==> src/rtl/conv_mac_accum.sv <==
// Bias-seeded saturating accumulator for the conv core multiplier stream.
// Sums cfg_len products per output and emits cfg_num_out results per job.
module conv_mac_accum #(
   parameter int PROD_WIDTH = 21,
   parameter int ACC_WIDTH  = 32,
   parameter int CNT_WIDTH  = 16
) (
   input  logic                  ap_clk,
   input  logic                  ap_rst_n,
   input  logic                  ap_start,
   output logic                  ap_done,
   output logic                  ap_idle,
   input  logic [CNT_WIDTH-1:0]  cfg_len,
   input  logic [CNT_WIDTH-1:0]  cfg_num_out,
   input  logic [ACC_WIDTH-1:0]  cfg_bias,
   input  logic [PROD_WIDTH-1:0] prod_data,
   input  logic                  prod_valid,
   output logic                  prod_ready,
   output logic [ACC_WIDTH-1:0]  out_data,
   output logic                  out_valid,
   input  logic                  out_ready,
   output logic                  out_last,
   output logic                  out_ovf
);

   typedef enum logic [1:0] {
      S_IDLE,
      S_ACCUM,
      S_OUTPUT
   } state_t;

   state_t state;
   state_t state_nxt;

   logic [ACC_WIDTH-1:0] acc;
   logic [ACC_WIDTH-1:0] bias_r;
   logic [CNT_WIDTH-1:0] len_r;
   logic [CNT_WIDTH-1:0] num_r;
   logic [CNT_WIDTH-1:0] len_cnt;
   logic [CNT_WIDTH-1:0] out_cnt;
   logic                 ovf;
   logic                 done_r;

   logic                 cfg_ok;
   logic                 start_ok;
   logic                 start_nil;
   logic                 prod_fire;
   logic                 out_fire;
   logic                 last_beat;
   logic                 last_out;
   logic [ACC_WIDTH:0]   sum;

   assign cfg_ok    = (cfg_len != '0) && (cfg_num_out != '0);
   assign start_ok  = (state == S_IDLE) && ap_start && cfg_ok;
   assign start_nil = (state == S_IDLE) && ap_start && !cfg_ok;
   assign prod_fire = prod_valid && prod_ready;
   assign out_fire  = out_valid && out_ready;
   assign last_beat = (len_cnt == len_r - CNT_WIDTH'(1));
   assign last_out  = (out_cnt == num_r - CNT_WIDTH'(1));

   // One extra bit on the adder exposes the carry used for saturation.
   assign sum = {1'b0, acc} + (ACC_WIDTH+1)'(prod_data);

   always_ff @(posedge ap_clk or negedge ap_rst_n) begin
      if (!ap_rst_n) begin
         state <= S_IDLE;
      end else begin
         state <= state_nxt;
      end
   end

   always_comb begin
      state_nxt  = state;
      prod_ready = 1'b0;
      out_valid  = 1'b0;
      ap_idle    = 1'b0;
      unique case (state)
         S_IDLE: begin
            ap_idle = 1'b1;
            if (ap_start && cfg_ok) begin
               state_nxt = S_ACCUM;
            end
         end
         S_ACCUM: begin
            prod_ready = 1'b1;
            if (prod_valid && last_beat) begin
               state_nxt = S_OUTPUT;
            end
         end
         S_OUTPUT: begin
            out_valid = 1'b1;
            if (out_ready) begin
               state_nxt = last_out ? S_IDLE : S_ACCUM;
            end
         end
         default: begin
            state_nxt = S_IDLE;
         end
      endcase
   end

   always_ff @(posedge ap_clk or negedge ap_rst_n) begin
      if (!ap_rst_n) begin
         acc     <= '0;
         bias_r  <= '0;
         len_r   <= '0;
         num_r   <= '0;
         len_cnt <= '0;
         out_cnt <= '0;
         ovf     <= 1'b0;
      end else if (start_ok) begin
         acc     <= cfg_bias;
         bias_r  <= cfg_bias;
         len_r   <= cfg_len;
         num_r   <= cfg_num_out;
         len_cnt <= '0;
         out_cnt <= '0;
         ovf     <= 1'b0;
      end else if (prod_fire) begin
         len_cnt <= len_cnt + CNT_WIDTH'(1);
         if (sum[ACC_WIDTH]) begin
            acc <= '1;
            ovf <= 1'b1;
         end else begin
            acc <= sum[ACC_WIDTH-1:0];
         end
      end else if (out_fire && !last_out) begin
         acc     <= bias_r;
         ovf     <= 1'b0;
         len_cnt <= '0;
         out_cnt <= out_cnt + CNT_WIDTH'(1);
      end
   end

   // Done fires for both a normal finish and a rejected empty job.
   always_ff @(posedge ap_clk or negedge ap_rst_n) begin
      if (!ap_rst_n) begin
         done_r <= 1'b0;
      end else begin
         done_r <= start_nil || (out_fire && last_out);
      end
   end

   assign ap_done  = done_r;
   assign out_data = acc;
   assign out_last = out_valid && last_out;
   assign out_ovf  = out_valid && ovf;

endmodule
==> config.mk <==
export PLATFORM = sky130hd
export DESIGN_NAME = conv_mac_accum
export DESIGN_NICKNAME = d
export VERILOG_FILES = /design/src/rtl/conv_mac_accum.sv
export SDC_FILE = /design/constraint.sdc
export NUM_CORES = 1
export LEC_CHECK = 0
export ABC_AREA = 1
export CORE_ASPECT_RATIO = 0.9
export CORE_MARGIN = 2
export CORE_UTILIZATION = 45
export CTS_BUF_LIST = sky130_fd_sc_hd__clkbuf_2
export CTS_CLUSTER_SIZE = 8
export DETAILED_ROUTE_END_ITERATION = 7
export GPL_ROUTABILITY_DRIVEN = 0
export PLACE_DENSITY = 0.69
export SETUP_SLACK_MARGIN = 0.05
export SLEW_MARGIN = 20
export SYNTH_ARGS = -nofsm -noshare
export SYNTH_HDL_FRONTEND = slang
export SYNTH_SLANG_ARGS = --single-unit
export TNS_END_PERCENT = 5
==> constraint.sdc <==
create_clock -name ap_clk -period 6.5 [get_ports ap_clk]
set_input_delay 0.65 -clock ap_clk [delete_from_list [all_inputs] [get_ports ap_clk]]
set_output_delay 0.65 -clock ap_clk [all_outputs]
set_load 0.05 [all_outputs]
==> flow_summary.yaml, run 1 <==
run_status:
  outcome: "complete, but fails checks"
  violations: "DRC"
min_path:
  hp-start: "cfg_len[9]"
  worstHoldPathCells: 3
  hold_path_end: "len_r[9]"
  min_path_type: "input port to flop"
drt:
  drtAntennaViolNets: 0
  route.vias.total: 9855
  routed_wl_um: 26600
  route.detailed.drc: 1
  drt-pass1-iter-count: 8
  via_per_inst: 5.05
  route.detailed.wl_per_inst_um: 13.6
  drt_iter0_markers: 764
synth:
  synth-xor-area-share_pct: 5.96
  synth_area_leaders: "dfrtp_1 34%, nand2_1 21%, inv_1 8.5%, nand3_1 7.1%, o21ai_0 5.6%"
  synth_compound_area_share_pct: 7.45
  synth.distinct_cells: 37
  synth_top_area_cell: "dfrtp_1"
  ys_ff_latch: 132
  synth_area_um2: 9850
  yosys_warnings: 0
  synthCells: 1543
  seq_area_frac_synth_pct: 33.5
  yosys.area.top_type_share_pct: 33.5
  synthMuxAreaShare_pct: 0
  synth_fa_ha_area_share_pct: 3.38
  yosys.area_share.simple_pct: 38.6
  synth_top_family_by_area: "simple AND/OR/NAND/NOR gates"
  avgSynthCellArea_um2: 6.38
  syn_nets: 1659
final_layout:
  finalNonFillerCells: 1951
  final_nets: 1766
  layout-drive-gt1-share_pct: 3.01
  nFillCells: 2206
  multi_input_area_um2: 5470
  ff_latch_area_um2: 3300
  syn_to_final_growth_pct: 16.7
timing:
  post-route-min-period_ns: 4.06
  tns_ns: 0
  tightest_slew_ns: 0.900
  setup_violations: 0
  setup_slack_ns: 2.44
  relSlewSlack_pct: 40.0
  finalHoldViolations: 0
  clock.fmax_mhz: 246
  slew_viol_final: 0
  fin_crit_sh_pct: 62.5
  skew_ns: 0.0179
  grt_setup_unrepaired: "false"
grt:
  grt_overflow_total: 0
  grt_usage_pct: 23.2
  grt_pass1_wl_um: 43600
  grt_max_degree: 106
  antenna_found_initial: 1
  grt_pass1_vias: 8846
place:
  hpwl_um: 19500
  dp_cells: 1921
  dp_slack_ns: 2.56
  port_buffers: 127
power_and_ir_drop:
  power_density_nw_per_um2: 416
  peakVddDrop_mv: 0.205
  power.leakage_nw: 5.99
critical_path:
  startpoint_type: "flop"
  worstPathArrival_ns: 3.41
  worstPathRequired_ns: 5.85
  crit_type: "flop to output port"
  worstSetupEndpointType: "output port"
  reg2reg_depth: 15
  path_max_fanout: 6
  reg2reg_from: "num_r[0]"
  r2r_end: "out_data[1]"
  regToRegSetupSlack_ns: 3.22
clocking:
  clockBufferDepth: 2
  cts_root_buf: "clkbuf_2"
  cts_tree: "done"
  clk_latency_ns: 0.71
  cts.sinks: 132
  cts_max_level: 4
  cts_made_buffers: 17
  clk_pin_slew_ns: 0.20
floorplan:
  dieArea_um2: 23100
  core_um2: 21600
  die_w_um: 160
  initial_utilization_pct: 45.7
  fp.dieH_um: 144
  ioPinCount: 128
  num_rows: 51
job:
  drv_cap: 0
[through the flow]
stage                     total power, W  utilization, %  hold slack (ns)  cell area (um^2)
after floorplan                  0.00355               -            0.354              9850
after global placement           0.00430            52.5            0.463             11300
after detailed placement         0.00435            52.5            0.466             11300
after CTS                        0.00479            53.3            0.437             11500
after global routing             0.00525            53.3            0.422             11500
final                            0.00479            53.3            0.481             11500
[worst max-delay path, stage by stage (launching register included)]
cell and delay, ns:
dfrtp_1 0.47, inv_2 0.09, ha_1 0.21, nand2_2 0.14, nor2_4 0.21, nand2_1 0.11
nand2_1 0.11, nand4_1 0.13, nor2_1 0.13, nand3_1 0.08, nor3_1 0.18, clkdlybuf4s50_1 0.84
[cells in the mapped netlist, drive strengths merged]
cell type  number
nand2         554
inv           226
nand3         141
dfrtp         132
o21ai         117
nor2          114
nand4          39
xor2           37
clkbuf         33
nor3           31
xnor2          30
ha             25
a21oi          22
buf            14
nand3b         10
nor4            4
and2            3
clkinv          2
a21boi          1
and3            1
fa              1
nor3b           1
o21a            1
o21bai          1
o221ai          1
o22ai           1
or2             1
[sequential cells by signal (all words and copies together) (netlist names)]
register and flops:
num_r 16, out_data 32, state 2, ovf 1, len_cnt 16, len_r 16
ap_done 1, out_cnt 16, bias_r 32
[where the power goes]
group | internal, W | total (W) | switching [W]
clock | 0.000125 | 0.000435 | 0.000309
sequential | 0.00112 | 0.00143 | 0.000306
combinational | 0.00103 | 0.00292 | 0.00190
total | 0.00228 | 0.00479 | 0.00251
[area by class of cell]
cell class / instances / area share (%)
Multi-Input combinational cell: 1136 / 47.6
Clock inverter: 9 / 0.588
Timing Repair Buffer: 135 / 11.6
Clock buffer: 19 / 0.827
Sequential cell: 132 / 28.7
Inverter: 228 / 7.45
Tap cell: 291 / 3.17
Antenna cell: 1 / 0.0218
[worst max path at each step]
stage / start / end / slack [ns] / depth (start not counted)
2_1_floorplan: num_r[0] / out_last / 3.45 / 9
3_3_place_gp: prod_data[0] / out_data[18] / 2.56 / 18
3_5_place_dp: prod_data[0] / out_data[18] / 2.56 / 18
4_1_cts: num_r[0] / out_last / 2.38 / 11
5_1_grt: num_r[0] / out_last / 2.19 / 11
6_report: num_r[0] / out_last / 2.44 / 11
[cell usage in the layout (no fill, tap or decap), types with 3 or more instances in the layout]
master	n
nand2_1	550
inv_1	224
nand3_1	139
dfrtp_1	132
clkdlybuf4s50_1	126
o21ai_0	111
nor2_1	106
nand4_1	39
xor2_1	37
nor3_1	31
xnor2_1	30
ha_1	25
a21oi_1	22
clkbuf_2	19
nand3b_1	10
buf_4	7
nor2_2	6
o21ai_1	6
clkinv_1	5
nor4_1	4
inv_2	3
and2_1	3
clkinv_2	3
[cells by family after synthesis]
family | count (synthesis)
AND/OR/NAND/NOR | 899
buffers and inverters | 275
AO/OA/AOI/OAI | 144
flip-flops | 132
XOR/XNOR | 67
adder cells (fa/ha/maj) | 26
[metal layers]
metal	vias up	global-route usage [%]	part of all wire (%)
met4	0	4.60	0.77
met1	4488	34.2	50
li1	5072	-	-
met3	18	4.27	6.6
met2	277	35.5	43
met5	-	0	0
[timing repair]
item,in CTS,in global routing
endpoints found under the hold margin,74,0
resized for setup,0,0
buffers inserted,0,0
hold buffers,1,0
No activity file was read; power rests on OpenSTA's default activity.
==> inputs of run 2 (changes only) <==
--- a/config.mk
+++ b/config.mk
@@ -13,7 +13,7 @@
 export CTS_CLUSTER_SIZE = 8
 export DETAILED_ROUTE_END_ITERATION = 7
 export GPL_ROUTABILITY_DRIVEN = 0
-export PLACE_DENSITY = 0.69
+export PLACE_DENSITY = 0.72
 export SETUP_SLACK_MARGIN = 0.05
 export SLEW_MARGIN = 20
 export SYNTH_ARGS = -nofsm -noshare
==> constraint.sdc (replaced) <==
create_clock -name ap_clk -period 3.44 [get_ports ap_clk]
set_input_delay 0.344 -clock ap_clk [delete_from_list [all_inputs] [get_ports ap_clk]]
set_output_delay 0.344 -clock ap_clk [all_outputs]
set_load 0.05 [all_outputs]
==> run 2 against run 1 <==
  * The flow now finishes without violations
  * Combinational power is 91% higher
  * Via count up 1.5%
  * Count of clock-buffer cells in the layout decreased by 2
  * Cell area rose by 0.83%
  * Cell count up 0.62%
  * Largest power group unchanged
  * Die area is the same
  * Highest routed layer unchanged
  * Hold slack lost 0.31 ns
  * Non-clock buffer count rose by 7
  * Critical endpoint unchanged
  * Register-to-register slack lost 2.6 ns
==> flow_summary.yaml, run 2 (same netlist as run 1, synthesis figures left out) <==
critical_path:
  reg2reg_depth: 14
  cpPeakStageDelay_ns: 0.46
  path_max_fanout: 5
  worstSetupEndpointType: "output port"
  worstPathRequired_ns: 3.10
  cp_cell_sequence: "inv_2 -> ha_1 -> nand2_2 -> nor2_2 -> xor2_1 -> nand4_1 -> nor2_1 -> nand3_1 -> nor3_1 -> buf_4"
  cp_num_buf_inv: 2
  cp_num_cells: 10
  crit_type: "flop to output port"
  worstPathArrival_ns: 2.72
  regToRegSetupSlack_ns: 0.60
  worst_path_dominant_cell_family: "simple AND/OR/NAND/NOR gates"
  critPathSlowestCell: "dfrtp_1"
  startpoint_type: "flop"
final_layout:
  ff_latch_area_um2: 3300
  final_nets: 1773
  nFillCells: 2162
  layout_commonest_cell: "nand2_1"
  layout-drive-gt1-share_pct: 3.77
  multi_input_area_um2: 5460
  syn_to_final_growth_pct: 17.7
  finalNonFillerCells: 1963
  fin_util_pct: 53.7
  layout_common_cells: "550 x nand2_1, 224 x inv_1, 139 x nand3_1"
floorplan:
  fp.dieH_um: 144
  initial_utilization_pct: 45.7
  num_rows: 51
  ioPinCount: 128
  core_um2: 21600
  die_w_um: 160
  dieArea_um2: 23100
power_and_ir_drop:
  net-switching-power_w: 0.00482
  switching_share_pct: 52.6
  seqPwrFrac_pct: 29.4
  peakVddDrop_mv: 0.385
  power.share.clock_pct: 9.7
  power.leakage_nw: 6.03
  power_density_nw_per_um2: 790
  power.internal_w: 0.00434
  p_comb_share_pct: 60.9
timing:
  setup_slack_ns: 0.373
  fin_crit_sh_pct: 89.2
  setup_violations: 0
  finalHoldViolations: 0
  clock.fmax_mhz: 326
  relSlewSlack_pct: 47.2
  post-route-min-period_ns: 3.07
  skew_ns: 0.0350
  slew_viol_final: 0
  tightest_slew_ns: 0.792
  tns_ns: 0
  hold_slack_ns: 0.168
  grt_setup_unrepaired: "false"
clocking:
  cts_made_buffers: 17
  cts_root_buf: "clkbuf_2"
  clk_latency_ns: 0.72
  cts_setup_buffers: 0
  cts_max_level: 4
  cts_tree: "done"
  clockBufferDepth: 2
  cts.sinks: 132
  clk_pin_slew_ns: 0.22
grt:
  grt_pass1_wl_um: 43600
  antenna_found_initial: 2
  grt_pass1_vias: 9124
  grt_max_degree: 90
  grt_overflow_total: 0
  grt_usage_pct: 23.2
place:
  port_buffers: 127
  dp_slack_ns: 0.342
  dp_cells: 1928
  hpwl_um: 19900
drt:
  drt-pass1-iter-count: 6
  via_per_inst: 5.10
  drt_iter0_markers: 800
  routed_wl_um: 26500
  route.detailed.drc: 0
  route.vias.total: 10002
  drtAntennaViolNets: 0
  route.detailed.wl_per_inst_um: 13.5
job:
  drv_cap: 0
min_path:
  min_path_type: "input port to flop"
  worstHoldPathCells: 3
run_status:
  outcome: "finished, final reports clean"
[run 2: changes by cell type in the layout (fill, tap and decap cells not counted), sizes merged]
cell	delta
clkdlybuf4s50	-1
diode	+1
clkinvlp	+2
inv	+2
clkbuf	-2
clkinv	+2
buf	+8
[run 2: final timing paths]
kind / from / end
setup / recovery: num_r[0] / out_last
max in group asynchronous: ap_rst_n / out_data[3]
hold reg to reg: bias_r[0] / bias_r[0]
hold / removal: cfg_len[9] / len_r[9]
setup reg to reg: num_r[4] / out_cnt[11]
min in group asynchronous: ap_rst_n / out_data[16]
[run 2: repair_timing]
item                                    CTS  global route
gates resized for setup                   4             4
hold buffers                              1             0
endpoints found under the setup margin    1             1
hold endpoints to repair                 78             0
[run 2: layout make-up]
cell class              count  area share [%]
diodes                      2          0.0432
repair buffers            142            12.1
inverters                 228            7.38
multi-input cells        1136            47.1
clock inverters            15           0.993
well taps                 291            3.14
clock buffers              17           0.734
flip-flops and latches    132            28.5
[run 2: worst reg2reg max path, stage by stage, from the launching register on]
cell and delay, ns:
dfrtp_1 0.51, nor2_2 0.18, nand2_1 0.12, nor2_4 0.22, nand2_1 0.10, nand2_1 0.07, nand2_1 0.05, nand2_1 0.10
nand3_1 0.09, nor2_2 0.17, nand2_2 0.27, nand2_4 0.29, buf_4 0.41, nand3_1 0.13, nand2_1 0.09
[run 2: per-layer routing]
layer / GRT usage, % / vias to the layer above / wire (um)
met5: 0 / - / 0
met4: 6.12 / 0 / 312
met3: 4.88 / 32 / 1690
met2: 36.8 / 304 / 11600
met1: 32.4 / 4582 / 12900
li1: - / 5084 / -
[run 2: power by group through the flow]
stage	combinational [W]	sequential, W	clock, W
finish	0.00557	0.00269	0.000889
global route	0.00626	0.00278	0.000974
CTS	0.00554	0.00269	0.000911
detailed placement	0.00551	0.00272	0
global placement	0.00540	0.00272	0
floorplan	0.00350	0.00322	0
[run 2: stage by stage]
stage	power, W	instance area [um^2]
2_1_floorplan	0.00671	9850
3_3_place_gp	0.00813	11400
3_5_place_dp	0.00823	11400
4_1_cts	0.00914	11600
5_1_grt	0.0100	11600
6_report	0.00915	11600
==> inputs of run 3 (changes only) <==
--- a/config.mk
+++ b/config.mk
@@ -12,8 +12,9 @@
 export CTS_BUF_LIST = sky130_fd_sc_hd__clkbuf_2
 export CTS_CLUSTER_SIZE = 8
 export DETAILED_ROUTE_END_ITERATION = 7
+export DONT_BUFFER_PORTS = 1
 export GPL_ROUTABILITY_DRIVEN = 0
-export PLACE_DENSITY = 0.72
+export PLACE_DENSITY = 0.64
 export SETUP_SLACK_MARGIN = 0.05
 export SLEW_MARGIN = 20
 export SYNTH_ARGS = -nofsm -noshare
==> run 3 against run 2 <==
  * Routed wire length rose by 2.2%
  * Fmax is 2.2% lower
  * Clock power is 9.3% higher
  * Core utilization decreased by 1.9 points
  * Flip-flop and latch count is the same
  * Sequential power up 10%
  * Cell count decreased by 2.2%
  * Register-to-register slack got worse by 0.30 ns
  * Critical endpoint is now out_data[15]
==> flow_summary.yaml, run 3 (same netlist as run 1, synthesis figures left out) <==
floorplan:
  core_um2: 21600
  ioPinCount: 128
  dieArea_um2: 23100
  initial_utilization_pct: 45.7
  num_rows: 51
  die_w_um: 160
  fp.dieH_um: 144
critical_path:
  r2r_end: "out_data[15]"
  worstPathArrival_ns: 3.74
  regToRegSetupSlack_ns: 0.30
  worstPathRequired_ns: 4.04
  cpMostUsedCell: "nand2_1"
  critPathLaunch: "out_data[3]"
  crit_end: "out_data[15]"
  startpoint_type: "flop"
  cp_cell_sequence: "ha_1 -> nand2_1 -> nand3_1 -> nand2_1 -> nand2_1 -> nand2_1 -> nand2_1 -> nand2_1 -> nand2_1 -> nor2_2 -> buf_4 -> nand2_1 -> nand2_1 -> nand2_1 -> nand2_1 -> nand2_1"
  reg2reg_from: "out_data[3]"
  worstSetupEndpointType: "flop"
  critPathSlowestCell: "dfrtp_1"
  path_max_fanout: 18
  reg2reg_depth: 16
  crit_type: "flop to flop"
  cpPeakStageDelay_ns: 0.73
clocking:
  clockBufferDepth: 2
  clk_pin_slew_ns: 0.26
  cts_root_buf: "clkbuf_2"
  clk_latency_ns: 0.73
  cts_tree: "done"
  cts_setup_buffers: 0
  cts.sinks: 132
  cts_made_buffers: 17
  cts_max_level: 4
power_and_ir_drop:
  power.leakage_nw: 5.92
  power_density_nw_per_um2: 801
  peakVddDrop_mv: 0.300
  seqPwrFrac_pct: 33.1
  power.internal_w: 0.00418
  p_comb_share_pct: 56.1
  power.share.clock_pct: 10.9
  switching_share_pct: 53.3
  net-switching-power_w: 0.00478
grt:
  grt_pass1_vias: 9090
  grt_usage_pct: 23.5
  grt_max_degree: 133
  grt_pass1_wl_um: 44000
  antenna_found_initial: 1
  grt_overflow_total: 0
final_layout:
  layout_commonest_cell: "nand2_1"
  final_nets: 1729
  layout_common_cells: "550 x nand2_1, 224 x inv_1, 139 x nand3_1"
  finalNonFillerCells: 1919
  finalInstanceArea_um2: 11200
  layout-drive-gt1-share_pct: 4.86
  syn_to_final_growth_pct: 13.6
timing:
  setup_slack_ns: 0.304
  finalHoldViolations: 0
  clock.fmax_mhz: 319
  relSlewSlack_pct: 51.7
  tightest_slew_ns: 0.724
  setup_violations: 0
  fin_crit_sh_pct: 91.2
  skew_ns: 0.0619
  tns_ns: 0
  slew_viol_final: 0
  grt_setup_unrepaired: "false"
  post-route-min-period_ns: 3.14
place:
  place_area_um2: 10200
  hpwl_um: 19600
  port_buffers: 0
  dp_cells: 1816
  dp_slack_ns: 0.338
drt:
  route.detailed.drc: 0
  route.detailed.wl_per_inst_um: 14.1
  route.vias.total: 9672
  drt_iter0_markers: 714
  via_per_inst: 5.04
  drt-pass1-iter-count: 5
  drtAntennaViolNets: 0
  routed_wl_um: 27100
min_path:
  min_path_type: "input port to flop"
run_status:
  outcome: "finished, final reports clean"
job:
  drv_cap: 0
[run 3: changes by cell type in the layout (fill, tap and decap cells not counted), moves of 2 or more]
cell and delta:
buf_4 +13, clkdlybuf4s50_1 -125, clkinv_2 -4, clkinv_4 +2
dfrtp_1 -2, dfrtp_2 +2, dlygate4sd3_1 +67
[run 3: power by group through the flow]
stage | Sequential, W | Clock, W | Combinational, W
floorplan | 0.00322 | 0 | 0.00350
global route | 0.00305 | 0.00106 | 0.00572
global placement | 0.00299 | 0 | 0.00483
finish | 0.00296 | 0.000972 | 0.00502
CTS | 0.00297 | 0.00100 | 0.00500
detailed placement | 0.00301 | 0 | 0.00487
[run 3: timing repair]
action	in CTS	in global routing
hold buffers	69	0
hold endpoints to repair	229	0
resized for setup	0	2
endpoints found under the setup margin	0	7
[run 3: how the worst min path moves through the flow]
| stage | slack, ns | startpoint | endpoint | depth (start not counted) |
|---|---|---|---|---|
| after floorplan | 0.05 | ap_rst_n | ap_done | 0 |
| after global placement | 0.06 | ap_rst_n | bias_r[20] | 0 |
| after detailed placement | 0.06 | ap_rst_n | bias_r[20] | 0 |
| after CTS | 0.06 | prod_data[0] | out_data[0] | 5 |
| after global routing | 0.12 | prod_valid | state[1] | 8 |
| final | 0.12 | prod_data[11] | out_data[11] | 7 |
[run 3: through the flow]
stage / total power [W] / util, % / hold WS [ns]
2_1_floorplan: 0.00671 / - / 0.0484
3_5_place_dp: 0.00787 / 47.5 / 0.0556
4_1_cts: 0.00897 / 51.8 / 0.0576
6_report: 0.00896 / 51.9 / 0.125
5_1_grt: 0.00983 / 51.9 / 0.118
3_3_place_gp: 0.00782 / 47.5 / 0.0563
[run 3: critical path: cells and delay by family (launching register included)]
family,cells,cell delay (ns)
flip-flops,1,0.73
buffers and inverters,1,0.35
adder cells (fa/ha/maj),1,0.39
AND/OR/NAND/NOR,14,1.55
[run 3: final cells by class]
cell class,count,area [um^2]
antenna,2,5.00
clock buffer,18,90.1
clock inverter,14,138
fill,2265,10400
inverter,228,856
multi-input combinational,1136,5480
sequential,132,3310
tap,291,364
timing repair buffer,98,951
[run 3: layer usage]
| metal | global-route usage (%) | part of all wire, % |
|---|---|---|
| met1 | 32.8 | 49 |
| met3 | 6.25 | 7.0 |
| met5 | 0 | 0 |
| met2 | 36.6 | 43 |
| met4 | 5.83 | 1.1 |
